## src/rtl/mux4_rr_arbiter.sv

```systemverilog
// mux4_rr_arbiter
//   Round-robin arbiter and select sequencer placed directly in front of the
//   select pins of a 4:1 mux (inputs a,b,c,d -> requesters 0..3). It picks one
//   owner, routes that owner's input via {s1,s0}, limits how long an owner may
//   hold the mux, and inserts GAP_CYCLES guard cycles between owners.
//
// Parameters
//   HOLD_MAX   : max consecutive cycles per owner (1..15)
//   GAP_CYCLES : zero-grant guard cycles between owners (0..3)
//
// Ports
//   clk   : clock, rising edge
//   rst   : asynchronous active-high reset
//   req   : request vector, bit i = requester i
//   grant : registered one-hot grant, zero when no owner
//   s0/s1 : registered mux select = owner index (held frozen when no owner)
//   busy  : high while owning or in the guard gap
//
// Optional feature
//   MUX_ARB_PRIO_EN : when defined, requester 0 wins every arbitration it takes
//                     part in; requesters 1..3 rotate among themselves.

module mux4_rr_arbiter #(
   parameter int unsigned HOLD_MAX   = 4,
   parameter int unsigned GAP_CYCLES = 1
) (
   input  logic       clk,
   input  logic       rst,
   input  logic [3:0] req,
   output logic [3:0] grant,
   output logic       s0,
   output logic       s1,
   output logic       busy
);

   typedef enum logic [1:0] {
      ST_IDLE = 2'd0,
      ST_OWN  = 2'd1,
      ST_GAP  = 2'd2
   } state_e;

   localparam logic [3:0] HOLD_MAX_C = 4'(HOLD_MAX);
   localparam logic [1:0] GAP_C      = 2'(GAP_CYCLES);

   state_e      state_q, state_d;
   logic [3:0]  grant_q, grant_d;
   logic [1:0]  sel_q,   sel_d;
   logic        busy_q,  busy_d;
   logic [1:0]  last_q,  last_d;
   logic [3:0]  hold_q,  hold_d;
   logic [1:0]  gap_q,   gap_d;

   // Arbitration result for the current edge
   logic [1:0]  arb_last;
   logic [3:0]  arb_req;
   logic        arb_found;
   logic [1:0]  arb_idx;
   logic [1:0]  cand;

   // When an owner is leaving with no gap, the pointer used for the same-edge
   // arbitration must already be that owner, before last_q catches up.
   assign arb_last = (state_q == ST_OWN) ? sel_q : last_q;

   always_comb begin
      arb_found = 1'b0;
      arb_idx   = arb_last;
      cand      = '0;
      arb_req   = req;
`ifdef MUX_ARB_PRIO_EN
      if (req[0]) begin
         arb_found = 1'b1;
         arb_idx   = 2'd0;
      end
      arb_req = {req[3:1], 1'b0};
`endif
      // Circular search starting at last+1; i=4 wraps back to last itself
      for (int unsigned i = 1; i <= 4; i++) begin
         cand = arb_last + 2'(i);
         if (!arb_found && arb_req[cand]) begin
            arb_found = 1'b1;
            arb_idx   = cand;
         end
      end
   end

   always_comb begin
      state_d = state_q;
      grant_d = grant_q;
      sel_d   = sel_q;
      busy_d  = busy_q;
      last_d  = last_q;
      hold_d  = hold_q;
      gap_d   = gap_q;

      unique case (state_q)
         ST_IDLE, ST_GAP: begin
            if (state_q == ST_GAP && gap_q < GAP_C) begin
               gap_d = gap_q + 2'd1;
            end else if (arb_found) begin
               state_d = ST_OWN;
               grant_d = 4'b0001 << arb_idx;
               sel_d   = arb_idx;
               busy_d  = 1'b1;
               hold_d  = 4'd1;
            end else begin
               state_d = ST_IDLE;
               grant_d = '0;
               busy_d  = 1'b0;
            end
         end

         ST_OWN: begin
            if (req[sel_q] && hold_q < HOLD_MAX_C) begin
               hold_d = hold_q + 4'd1;
            end else begin
               last_d  = sel_q;
               grant_d = '0;
               if (GAP_CYCLES != 0) begin
                  state_d = ST_GAP;
                  gap_d   = 2'd1;
               end else if (arb_found) begin
                  grant_d = 4'b0001 << arb_idx;
                  sel_d   = arb_idx;
                  hold_d  = 4'd1;
               end else begin
                  state_d = ST_IDLE;
                  busy_d  = 1'b0;
               end
            end
         end

         default: begin
            state_d = ST_IDLE;
            grant_d = '0;
            busy_d  = 1'b0;
         end
      endcase
   end

   always_ff @(posedge clk or posedge rst) begin
      if (rst) begin
         state_q <= ST_IDLE;
         grant_q <= '0;
         sel_q   <= '0;
         busy_q  <= 1'b0;
         last_q  <= 2'd3;
         hold_q  <= '0;
         gap_q   <= '0;
      end else begin
         state_q <= state_d;
         grant_q <= grant_d;
         sel_q   <= sel_d;
         busy_q  <= busy_d;
         last_q  <= last_d;
         hold_q  <= hold_d;
         gap_q   <= gap_d;
      end
   end

   assign grant = grant_q;
   assign s0    = sel_q[0];
   assign s1    = sel_q[1];
   assign busy  = busy_q;

endmodule

```

## config.mk

```make
export PLATFORM = sky130hd
export DESIGN_NAME = mux4_rr_arbiter
export DESIGN_NICKNAME = d
export VERILOG_FILES = /design/src/rtl/mux4_rr_arbiter.sv
export SDC_FILE = /design/constraint.sdc
export NUM_CORES = 1
export LEC_CHECK = 0
export ABC_AREA = 1
export CAP_MARGIN = 20
export CELL_PAD_IN_SITES_DETAIL_PLACEMENT = 0
export CELL_PAD_IN_SITES_GLOBAL_PLACEMENT = 1
export CORE_MARGIN = 4
export CORE_UTILIZATION = 42
export DETAILED_ROUTE_END_ITERATION = 6
export PLACE_DENSITY = 0.91
export SLEW_MARGIN = 25
export SYNTH_ARGS = -nofsm -noshare
export SYNTH_HDL_FRONTEND = slang
export SYNTH_SLANG_ARGS = --single-unit
```

## constraint.sdc

```tcl
create_clock -name clk -period 5.45 [get_ports clk]
set_clock_uncertainty 0.15 [all_clocks]
set_input_delay 1.09 -clock clk [delete_from_list [all_inputs] [get_ports clk]]
set_output_delay 1.09 -clock clk [all_outputs]
set_load 0.02 [all_outputs]
```

* Yosys cells after proc, flatten, opt, wreduce, memory -nomap -nowiden
Index checks and enable logic that the tools add are counted.
** Word-level totals
- Output and inout port bits :: 7
- Logic and storage cells :: 84
- Register bits after elaboration :: 17
- Bits of input ports :: 6
** Cells by class
- Bitwise logic cells :: 3
- Reductions and logical operators :: 17
- Equality and inequality tests :: 7
- $lt $le $gt $ge :: 7
- Add/subtract/negate cells :: 5
- Shifts and indexed selects :: 1
- Mux-type cells :: 37
** Operators with widths (count)
- $mux 4 :: 6
- $mux 2 :: 9
- $pmux 4 s2 :: 2
- $lt 2x3->1 const B :: 5
- $mux 1 :: 12
- $bmux 1 s2 :: 5
- $ne 2x2->1 const B :: 4
- $pmux 2 s2 :: 2
- $reduce_and 2->1 :: 3
- $reduce_and 3->1 :: 2
- $logic_and 1x1->1 :: 5
- $add 2x1->2 const B :: 2
- $add 2x2->2 const B :: 2
- $add 4x1->4 const B :: 1
- $lt 4x3->1 const B :: 1
- $reduce_and 4->1 :: 1
- $shl 1x2->4 const A :: 1
- $logic_not 1->1 :: 3
- $not 1->1 :: 3
- $eq 2x1->1 const B :: 1
- $eq 2x2->1 const B :: 1
- $logic_not 2->1 :: 1
- $lt 2x1->1 const B :: 1
- $ne 2x1->1 const B :: 1
- 3 further kinds :: 3

* Longest topological paths before layout
- Word-level depth :: 19
- Depth in mapped cells :: 16
- Gate-level depth less buffers :: 16

* Worst setup path before layout
Ideal clock, no wire load.
- Path type :: in2reg
- Start point :: in req[1]
- End point :: reg sel_q[0]
- Buffers on the path :: 0
- Library setup time :: 119 ps
- Required time :: 5181 ps
- Setup slack :: 2992 ps
- Data arrival time :: 2190 ps
- Cell stages on the path :: 10
- Path through :: a21oi_1 o21ai_0 nand3_2 nor2_1 nor2_1 inv_2 nor2_4 inv_2 nand2_1 o21ai_2
** Between the ends
- Cells in the longest elaborated chain, start to end :: 13
- Elaborated cells between the ends (all ways) :: 23
- Those cells by class :: mux: 16; reduce/logical: 7
** RTL lines
- from (decl) :: RTL line 29 : input logic [3:0] req,
- $bmux 1 s2 :: RTL line 79 : if (!arb_found && arb_req[cand]) begin
- $mux 1 (implied by the code) :: RTL line 79
- $mux 1 :: RTL line 79
- $logic_not 1->1 :: RTL line 79
- $logic_and 1x1->1 :: RTL line 79
- $mux 1 :: RTL line 79
- $logic_not 1->1 :: RTL line 79
- $logic_and 1x1->1 :: RTL line 79
- $mux 1 :: RTL line 79
- $logic_not 1->1 :: RTL line 79
- $logic_and 1x1->1 :: RTL line 79
- $mux 1 :: RTL line 79
- $reduce_and 3->1 (no source line)
- to (signal assigned) :: RTL line 152 : sel_q <= sel_d;
- to (decl) :: RTL line 47 : logic [1:0] sel_q, sel_d;
Several ways; a longest one is shown, not always the timed one. The select of a mux whose other input is x is not followed.
A chain may end at the register's enable or synchronous reset.

* Worst setup path in the final report
Same ends and word-level chain as after synthesis.

==> metrics <==
ys async rst share 100%; CP endpoint sel_q[0]; min cycle time layout 2800 ps; DIE AREA 0.00348 sq mm; Post-synth EDFFs 0; non-filler instance count after layout 201; flop2flop setup slack 3420 ps; Synth Flop Type dfrtp_1; first-pass GRT wire length 4250 microns; nature of the critical path endpoint register; Post-Route Utilization 51.7%; Area growth, synth to finish 17.2%; number of nets in the layout 180; Crit path buffers/inverters 3; multi-input logic area 591 sq um; Final HPWL DP 1800 microns; share of layout cells above drive strength 1 18.1%; Core ar. 0.00248 sq mm; master of the slowest instance on the critical path clkdlybuf4s50_1; Die Y 59.0 microns; CTS Buffer Depth 2; Initial Utilization 44.1%; register area share after synthesis 39.1%; Fin. Hold Viols 0; top cells by area, synth dfrtp_1 (34%), nand2_1 (20%), nand3_1 (7.8%), nand2_2 (5.1%), dfstp_2 (4.8%); clock root cell clkbuf_4; buffers added on ports 12; crit path max fanout 6; outcome finished, final reports clean; slew at the pin with the worst max-slew slack 635 ps; cells on worst reg2reg path 10; Worst EP arrival 2840 ps; f_max 358 MHz; Crit path max-delay family simple AND/OR/NAND/NOR gates; Tot GR Track Use 15.7%; DR vias/cell 4.81; die width 59.0 microns; max incr delay on CP 450 ps; Reg area 428 sq um; # rows 18; Remaining Overflow, GRT 0; vias in the first global route 961; total of fill cells in the finished design 257; htree depth 1; FF-to-FF End sel_q[0]; Hold Path Class register to register; Cell Chain, Critical Path clkdlybuf4s50_1 -> a21oi_1 -> o21ai_0 -> nand3_2 -> nor2_1 -> nor2_1 -> inv_2 -> nor2_4 -> inv_2 -> nand2_1 -> o21ai_2; Yosys top cell by area dfrtp_1; Worst Setup Start Kind primary input; Post-Syn Area per Cell 7.06 sq um; synthesized cell area 0.00109 sq mm; FF-to-FF Start sel_q[0]; Fin Setup TNS 0 ps; PostCTS Resize Cnt 0; worst setup path start req[1]; Net Count, Synth 163; yosys warns 0; RSZ-0062 raised after global routing false; Detail Route Antenna Nets 0; Crit Path Class primary input to register; Residual DRC 0; drt total wl 2260 microns; CTS Hold Buffers Added 0; cell with the most instances after synthesis nand2_1; Final Max Tran Viols 0; setup repair bufs after CTS 0; hold depth 1; WHS 323 ps; largest net degree at the start of global routing 18; clk sink count 17; CTS tree yes; antenna violations before repair 0; share of the synthesized area in the top cell type 34.3%; dpl cells 197; Worst Path Required 5490 ps; Crit path depth 11; synthesized flop and latch total 17; RePlAce Congestion 0.793; Final period util 51.3%; Vias 966; CTS buffer count 3; Setup violations, final 0; CTS clk-pin slew, worst paths 110 ps; insertion delay to the later sink of the worst-skew pair 290 ps; Cell variety after synth 20; Iteration-0 DRC Markers 44; drt wl/cell 11.2 microns; Synth top cells by count nand2_1 (59), nand3_1 (17), dfrtp_1 (15); max_slew headroom 57.6%; # IOs 13; # diodes 0; TritonRoute pass-1 iters 4; Post-Syn Instances 155; max_cap viols 0
[cell usage in the layout, fill, tap and decap left out, drive strengths merged, types with 3 or more instances in the layout]
cell type      count
nand3             18
nand2             70
nor2              14
dfrtp             15
o21ai              7
clkdlybuf4s50     12
clkbuf             3
inv               20
[flip-flops by register name (all words and copies together) (netlist names)]
| register | cells |
|---|---|
| grant | 4 |
| hold_q | 4 |
| gap_q | 2 |
| last_q | 2 |
| sel_q | 2 |
| state_q | 2 |
| busy | 1 |
[layout make-up]
type / instances / share of cell area [%]
Clock buffer: 3 / 1.76
Clock inverter: 1 / 0.586
Inverter: 20 / 5.86
Multi-Input combinational cell: 118 / 46.1
Sequential cell: 17 / 33.4
Tap cell: 30 / 2.93
Timing Repair Buffer: 12 / 9.37
[cells by family after synthesis]
family / share of synthesized area [%]
buf+inv: 6.87
compound gates: 6.98
flops: 39.1
fa+ha+maj: 2.29
xor+xnor: 0.801
simple gates: 43.9
[worst min-delay path by stage]
stage               startpoint        to  slack, ps
floorplan             gap_q[0]  gap_q[0]        290
global placement      gap_q[0]  gap_q[0]        300
detailed placement    gap_q[0]  gap_q[0]        310
CTS                   gap_q[0]  gap_q[0]        330
global route          gap_q[0]  gap_q[0]        360
finish                gap_q[0]  gap_q[0]        320
[layer usage]
metal / GRT usage, % / vias to the layer above / share of wire (%) / wire length, microns
met5: 0 / - / 0 / 0
met4: 4.85 / 0 / 0.89 / 20
met3: 1.31 / 2 / 2.5 / 57
met2: 27.1 / 6 / 49 / 1120
met1: 20.7 / 443 / 47 / 1060
li1: - / 515 / - / -
[stage by stage]
step           worst slack [ps]  cell area [sq um]
5_1_grt                    2490               1280
6_report                   2650               1280
3_3_place_gp               2420               1250
2_1_floorplan              2990               1090
4_1_cts                    2660               1280
3_5_place_dp               2350               1250
Power is not shown: default switching activity piles up to over one toggle a cycle in this logic, so the estimate is an artifact.
